<file path="config.mk">
export PLATFORM = sky130hd
export DESIGN_NAME = config_frame_writer_flat
export DESIGN_NICKNAME = d
export VERILOG_FILES = /design/src/rtl/config_frame_if.sv /design/src/rtl/config_frame_writer.sv /design/src/flat_wrapper.sv
export SDC_FILE = /design/constraint.sdc
export NUM_CORES = 1
export LEC_CHECK = 0
export CAP_MARGIN = 20
export CELL_PAD_IN_SITES_DETAIL_PLACEMENT = 0
export CELL_PAD_IN_SITES_GLOBAL_PLACEMENT = 1
export CORE_MARGIN = 3
export CORE_UTILIZATION = 30
export CTS_BUF_LIST = sky130_fd_sc_hd__clkbuf_4 sky130_fd_sc_hd__clkbuf_8
export CTS_CLUSTER_SIZE = 30
export DETAILED_ROUTE_END_ITERATION = 8
export GPL_TIMING_DRIVEN = 1
export HOLD_SLACK_MARGIN = 0.03
export PLACE_DENSITY_LB_ADDON = 0.1
export SLEW_MARGIN = 30
export SYNTH_ARGS = -nofsm -noshare
export SYNTH_HDL_FRONTEND = slang
export SYNTH_SLANG_ARGS = --single-unit
</file>
<file path="constraint.sdc">
create_clock -name clk_i -period 2.7 [get_ports clk_i]
set_clock_uncertainty 0.1 [all_clocks]
set_input_delay 0.675 -clock clk_i [delete_from_list [all_inputs] [get_ports clk_i]]
set_output_delay 0.675 -clock clk_i [all_outputs]
set_load 0.05 [all_outputs]
</file>
<file path="src/rtl/config_frame_if.sv">
// Word-stream input and frame-write output bundle between the USB word assembler,
// the frame writer and the fabric configuration chain.
interface config_frame_if #(
    parameter int unsigned NUM_COLUMNS = 16
);
    logic                   word_write_strobe_i;
    logic [31:0]            write_data_i;
    logic [31:0]            frame_data_o;
    logic [NUM_COLUMNS-1:0] frame_strobe_o;

    modport master (
        output word_write_strobe_i,
        output write_data_i,
        input  frame_data_o,
        input  frame_strobe_o
    );

    modport slave (
        input  word_write_strobe_i,
        input  write_data_i,
        output frame_data_o,
        output frame_strobe_o
    );
endinterface

</file>
<file path="src/rtl/config_frame_writer.sv">
// Parses header words from the bridge word stream and routes the following data
// words onto the frame bus with a one-hot, one-cycle column strobe.
module config_frame_writer #(
    parameter int unsigned NUM_COLUMNS = 16,
    parameter logic [3:0]  HDR_MARKER  = 4'hA
) (
    input  logic          clk_i,
    input  logic          reset_n_i,
    input  logic          enable_i,
    input  logic          clear_error_i,
    config_frame_if.slave bus,
    output logic          busy_o,
    output logic          error_o,
    output logic [15:0]   frames_written_o
);
    localparam int unsigned COL_W = 9;

    typedef enum logic {
        S_IDLE,
        S_DATA
    } state_t;

    state_t                 r_state;
    state_t                 w_state_nxt;
    logic [7:0]             r_col;
    logic [7:0]             w_col_nxt;
    logic [7:0]             r_remaining;
    logic [7:0]             w_rem_nxt;
    logic [31:0]            r_frame_data;
    logic [NUM_COLUMNS-1:0] r_frame_strobe;
    logic                   r_busy;
    logic                   r_error;
    logic [15:0]            r_frames_written;

    logic       w_accept;
    logic [7:0] w_hdr_count;
    logic [7:0] w_hdr_col;
    logic       w_hdr_ok;
    logic       w_col_in_range;
    logic       w_write;
    logic       w_err_set;

    assign w_accept       = bus.word_write_strobe_i && enable_i;
    assign w_hdr_count    = bus.write_data_i[15:8];
    assign w_hdr_col      = bus.write_data_i[7:0];
    assign w_hdr_ok       = (bus.write_data_i[31:28] == HDR_MARKER) &&
                            (w_hdr_count != 8'd0) &&
                            (COL_W'(w_hdr_col) < COL_W'(NUM_COLUMNS));
    assign w_col_in_range = COL_W'(r_col) < COL_W'(NUM_COLUMNS);

    // State register
    always_ff @(posedge clk_i or negedge reset_n_i) begin
        if (!reset_n_i) begin
            r_state     <= S_IDLE;
            r_col       <= 8'd0;
            r_remaining <= 8'd0;
        end else begin
            r_state     <= w_state_nxt;
            r_col       <= w_col_nxt;
            r_remaining <= w_rem_nxt;
        end
    end

    // Header parsing, data routing and error detection
    always_comb begin
        w_state_nxt = r_state;
        w_col_nxt   = r_col;
        w_rem_nxt   = r_remaining;
        w_write     = 1'b0;
        w_err_set   = 1'b0;
        case (r_state)
            S_IDLE: begin
                if (w_accept) begin
                    if (w_hdr_ok) begin
                        w_state_nxt = S_DATA;
                        w_col_nxt   = w_hdr_col;
                        w_rem_nxt   = w_hdr_count;
                    end else begin
                        w_err_set = 1'b1;
                    end
                end
            end
            S_DATA: begin
                if (!enable_i) begin
                    // Disabling mid-transfer abandons the remaining words
                    w_state_nxt = S_IDLE;
                    w_err_set   = 1'b1;
                end else if (w_accept) begin
                    w_write   = w_col_in_range;
                    w_err_set = !w_col_in_range;
                    w_col_nxt = (r_col == 8'hFF) ? r_col : r_col + 8'd1;
                    w_rem_nxt = r_remaining - 8'd1;
                    if (r_remaining == 8'd1) begin
                        w_state_nxt = S_IDLE;
                    end
                end
            end
            default: w_state_nxt = S_IDLE;
        endcase
    end

    // Registered frame outputs, status and counter
    always_ff @(posedge clk_i or negedge reset_n_i) begin
        if (!reset_n_i) begin
            r_frame_data     <= 32'd0;
            r_frame_strobe   <= '0;
            r_busy           <= 1'b0;
            r_error          <= 1'b0;
            r_frames_written <= 16'd0;
        end else begin
            r_busy         <= (w_state_nxt == S_DATA);
            r_frame_strobe <= w_write ? (NUM_COLUMNS'(1) << r_col) : '0;
            if (w_write) begin
                r_frame_data     <= bus.write_data_i;
                r_frames_written <= r_frames_written + 16'd1;
            end
            if (w_err_set) begin
                r_error <= 1'b1;
            end else if (clear_error_i) begin
                r_error <= 1'b0;
            end
        end
    end

    assign bus.frame_data_o   = r_frame_data;
    assign bus.frame_strobe_o = r_frame_strobe;
    assign busy_o             = r_busy;
    assign error_o            = r_error;
    assign frames_written_o   = r_frames_written;
endmodule

</file>
<file path="src/flat_wrapper.sv">
// flat-port wrapper written by rule: the top's interface ports become plain ports
module config_frame_writer_flat 
#(
    parameter int unsigned NUM_COLUMNS = 16,
    parameter logic [3:0]  HDR_MARKER  = 4'hA
)
  (clk_i, reset_n_i, enable_i, clear_error_i, busy_o, error_o, frames_written_o, bus_word_write_strobe_i, bus_write_data_i, bus_frame_data_o, bus_frame_strobe_o);
  config_frame_if #(.NUM_COLUMNS(NUM_COLUMNS)) bus_i ();
  input  logic clk_i;
  input  logic reset_n_i;
  input  logic enable_i;
  input  logic clear_error_i;
  output logic busy_o;
  output logic error_o;
  output logic [15:0] frames_written_o;
  input wire logic [$bits(bus_i.word_write_strobe_i)-1:0] bus_word_write_strobe_i;
  input wire logic [$bits(bus_i.write_data_i)-1:0] bus_write_data_i;
  output wire logic [$bits(bus_i.frame_data_o)-1:0] bus_frame_data_o;
  output wire logic [$bits(bus_i.frame_strobe_o)-1:0] bus_frame_strobe_o;
  assign bus_i.word_write_strobe_i = bus_word_write_strobe_i;
  assign bus_i.write_data_i = bus_write_data_i;
  assign bus_frame_data_o = bus_i.frame_data_o;
  assign bus_frame_strobe_o = bus_i.frame_strobe_o;
  config_frame_writer #(.NUM_COLUMNS(NUM_COLUMNS), .HDR_MARKER(HDR_MARKER)) u_core (.clk_i(clk_i), .reset_n_i(reset_n_i), .enable_i(enable_i), .clear_error_i(clear_error_i), .bus(bus_i), .busy_o(busy_o), .error_o(error_o), .frames_written_o(frames_written_o));
endmodule
</file>
Word-level counts from Yosys, hierarchy flattened
Cells that the tools add are included.

Bits in registers: 82. Latch bits: 0. Memory bits (writable): 0. Bits in read-only memories: 0. Input port bits: 37. Output and inout bits: 66. Logic and storage cells: 58. Memories kept: 0.

Add/sub/neg operators: 3. $mul: 0. Divide/modulo/power cells: 0. Order comparisons: 2. Equality and inequality tests: 8. Shift-type cells: 1. Muxes and demuxes: 28. Bitwise logic cells: 1. Reductions and logical operators: 8.

Operators with widths (count): $mux W8 (9); $pmux W8 S2 (2); $add A16 B1 Y16 const B (1); $lt A8 B5 Y1 const B (2); $mux W16 (1); $shl A1 B8 Y16 const A (1); $mux W1 (14); $add A8 B1 Y8 const B (1); $eq A8 B1 Y1 const B (1); $eq A8 B8 Y1 const B (1); $reduce_bool A8 Y1 (1); $sub A8 B1 Y8 const B (1); $ne A2 B2 Y1 const B (3); $reduce_and A5 Y1 (1); $eq A4 B4 Y1 const B (1); $ne A2 B1 Y1 const B (2); $pmux W1 S2 (2); $reduce_and A4 Y1 (1); $logic_and A1 B1 Y1 (3); $reduce_bool A2 Y1 (1); $logic_not A1 Y1 (1); $not A1 Y1 (1).

Depth between registers and ports, before layout
Word-level depth: 7. Mapped depth: 7. Mapped depth without buffers: 6.

Least setup slack after synthesis
OpenSTA, ideal clock, no wires.

Path type: input to register. Start point: input bus_write_data_i[10]. End point: register u_core.r_remaining[2]. Data arrival time: 1.998 ns. Setup slack: 0.476 ns. Stages: 6. Cells stage by stage: or4_1 > o211ai_2 > or2_1 > buf_6 > nor3_2 > a221o_1.

Word-level cells in the longest chain between the ends: 5. Elaborated cells on any way between the ends: 8.

Ends and longest elaborated chain: start: declaration (line flat_wrapper.sv:17) `input wire logic [$bits(bus_i.write_data_i)-1:0] bus_write_data_i;`; $reduce_bool A8 Y1 (line config_frame_writer.sv:47) `(w_hdr_count != 8'd0) &&`; $logic_and A1 B1 Y1 (line config_frame_writer.sv:46) `assign w_hdr_ok = (bus.write_data_i[31:28] == HDR_MARKER) &&`; $logic_and A1 B1 Y1 (line config_frame_writer.sv:47); $ne A2 B1 Y1 (no line); $reduce_and A4 Y1 (no line); end signal: assignment (line config_frame_writer.sv:60) `r_remaining <= w_rem_nxt;`; end: declaration (line config_frame_writer.sv:27) `logic [7:0] r_remaining;`.

Parallel ways exist; a longest one is shown, timed or not. The select of a mux whose other input is x is not followed. A chain may end at the register's enable or synchronous reset.

Worst setup path after layout
Start point: register u_core.r_frames_written[2] (netlist: u_core.frames_written_o[2]). End point: output frames_written_o[2].

RTL lines: start: declaration (line config_frame_writer.sv:33) `logic [15:0] r_frames_written;`; start signal: assignment (line config_frame_writer.sv:115) `r_frames_written <= r_frames_written + 16'd1;`; end: declaration (line flat_wrapper.sv:15) `output logic [15:0] frames_written_o;`.

No word-level cell between the ends.

==> reports/metrics.yaml <==
status:
  status: "completed"
global_routing:
  grt_pass1_wl_um: 16600
  grt.busiest_layer: "met2"
  antenna_found_initial: 0
  overflow: 0
  grt_pass1_vias: 3160
  grt_max_degree: 65
  gr-usage-met2_pct: 25.7
  gr-usage-met1_pct: 20.8
  track_usage_pct: 16.0
  use_met3_pct: 4.35
timing:
  slew_headroom_pct: 62.4
  fin_crit_sh_pct: 90.1
  fin_crit_ps: 2430
  rsz0062_at_grt: "no"
  setup_violations: 0
  slew_viol_final: 0
  hold_viol: 0
  tightest_slew_ps: 563
  fmax_mhz: 411
layout:
  nets: 550
  seqCellArea_mm2: 0.00205
  multi_input_comb_area_mm2: 0.00147
  final_core_util_pct: 44.7
  areaGrowthSynthToFinish_pct: 42.7
  drive_above_1_share_pct: 11.1
  diodes: 0
  final-instance-count-excl-fill: 656
  design_area_mm2: 0.00519
  fill_cells: 1170
flow_run:
  cap_violations: 0
critical_path:
  cpPeakStageDelay_ps: 840
  critical_path_class: "flip-flop to output port"
  ff2ff_path_depth: 7
  crit_chain: "clkdlybuf4s50_1"
  reg2reg_slack_ps: 370
  crit_fanout: 6
  start_kind: "flip-flop"
  critPathTopFamily: "buffers and inverters"
  required_ps: 1920
  crit_buf_inv: 1
  timing.rr.end: "u_core.r_col[2]"
  critPathSlowestCell: "clkdlybuf4s50_1"
  arrival_ps: 1660
  endpoint_kind: "output port"
  rr_startpoint: "u_core.r_col[1]"
logic_synthesis:
  synth.distinct_cells: 49
  ys_warn_count: 0
  synth_most_common_cell: "nand2_1"
  synth-edff-count: 0
  syn_area_per_cell_um2: 9.48
  synth_common_cells: "nand2_1 (122), dfrtp_1 (82), nor2_1 (31)"
  syn_nets: 425
  postSynthCellCount: 384
  synth_top_area_share_pct: 56.4
  syn-cell-area_mm2: 0.00364
  synth-seq-area-share_pct: 56.4
  async_flop_share_pct: 100
  synth_top_cell_by_area: "dfrtp_1"
  ys_seq_elements: 82
  synthTopCellsByArea: "dfrtp_1 (56%), nand2_1 (13%), nor2_1 (3.2%)"
  synthFlopType: "dfrtp_1"
floorplan:
  io_pins: 103
  core_mm2: 0.0116
  die_y_um: 116
  fp.dieW_um: 116
  initial_utilization_pct: 31.3
  die-area_mm2: 0.0135
  rows: 39
clock_tree:
  postCtsHoldBufs: 0
  ctsResizeCount: 0
  cts_buffers: 9
  clkTransAtPathRegs_ps: 80
  cts_root_buffer: "clkbuf_8"
  clock_path_buffers: 2
  clk_latency_ps: 350
  cts_tree: "built"
  postCtsSetupBuffers: 0
  htreeDepth: 3
  clock_sinks: 82
drt:
  avgRoutedWirePerCell_um: 15.4
  drc_errors: 0
  first_pass_iters: 4
  dr_total_vias: 3105
  drtIter0Drc: 114
  routed_wirelength_um: 10100
  antenna_left: 0
  vias_per_cell: 4.73
placement:
  placed_cell_area_mm2: 0.00499
  place_inst: 641
  gp_congestion: 0.811
  portBuffers: 102
  hpwl_um: 7390
power:
  p_leak_nw: 2.39
  p_total_mw: 2.44
  peakVddDrop_mv: 0.169
  swShare_pct: 23.7
  powerDensity_mw_per_mm2: 471
  p_clk_share_pct: 38.3
  power.internal_mw: 1.86
  p_switching_mw: 0.580
  sequentialPowerShare_pct: 52.5
  combPwrFrac_pct: 9.2
min_path:
  hold_path_class: "input pin to async pin"
==> cell families after synthesis <==
kind of cell	Yosys count	synth area share, %
and+or+nand+nor	209	25.1
buffers and inverters	26	3.44
xor gates and xnor gates	16	3.85
adders and majority gates	4	1.38
muxes	5	1.41
AOI/OAI and AO/OA	42	8.39
DFF	82	56.4
==> stage by stage <==
| step | setup slack, ps | setup TNS, ps | hold WS (ps) |
|---|---|---|---|
| detailed placement | -89.9 | -695 | 361 |
| global placement | -55.6 | -405 | 358 |
| floorplan | 476 | 0 | 279 |
| finish | 268 | 0 | 96.7 |
| global route | 175 | 0 | 93.4 |
| CTS | 221 | 0 | 80.7 |
==> cell type report <==
class,count,share of cell area [%]
flip-flops and latches,82,39.5
well taps,143,3.44
inverters,10,0.723
multi-input cells,276,28.2
clock inverters,2,0.675
clock buffers,13,3.32
repair buffers,130,24.1
==> placed cells by master, fill, tap and decap left out, types with 3 or more instances in the layout <==
cell | Yosys | routed
a21oi_1 | 8 | 8
a221o_1 | 3 | 3
and3_1 | 4 | 4
buf_4 | 0 | 28
clkbuf_8 | 0 | 12
clkdlybuf4s50_1 | 0 | 100
dfrtp_1 | 82 | 82
ha_1 | 4 | 4
inv_1 | 10 | 10
mux2i_1 | 4 | 4
nand2_1 | 122 | 122
nand2b_1 | 3 | 3
nand3_1 | 7 | 7
nand4_1 | 10 | 10
nor2_1 | 31 | 31
nor3_1 | 12 | 12
nor4_1 | 6 | 6
o21ai_0 | 10 | 10
o221a_2 | 3 | 3
xnor2_1 | 12 | 12
xor2_1 | 4 | 4
==> power by group through the flow <==
stage / Combinational [mW] / Sequential, mW / Clock, mW
2_1_floorplan: 0.0608 / 1.33 / 0
3_3_place_gp: 0.229 / 1.31 / 0
3_5_place_dp: 0.229 / 1.31 / 0
4_1_cts: 0.229 / 1.28 / 0.976
5_1_grt: 0.246 / 1.29 / 1.03
6_report: 0.224 / 1.28 / 0.937
==> flip-flops by register name, summed over array words and instances, names as in the netlist <==
register and flops:
u_core.r_remaining 8, u_core.frames_written_o 16, u_core.bus.frame_data_o 32, u_core.bus.frame_strobe_o 16
u_core.error_o 1, u_core.r_state 1, u_core.r_col 8
==> routing by layer <==
metal | part of all wire, % | up-vias
met5 | 0 | -
met1 | 45 | 1474
met2 | 47 | 77
li1 | - | 1542
met4 | 1.6 | 0
met3 | 5.6 | 12
==> worst max path at each step <==
stage                               start               endpoint  slack [ps]  depth (start not counted)
2_1_floorplan        bus_write_data_i[10]  u_core.r_remaining[2]         480                          6
3_5_place_dp          bus_write_data_i[8]  u_core.r_remaining[2]         -90                          6
6_report       u_core.frames_written_o[2]    frames_written_o[2]         270                          1
3_3_place_gp         bus_write_data_i[10]  u_core.r_remaining[6]         -60                          6
4_1_cts        u_core.frames_written_o[2]    frames_written_o[2]         220                          1
5_1_grt        u_core.frames_written_o[2]    frames_written_o[2]         180                          1
No activity file was read; power rests on OpenSTA's default activity.
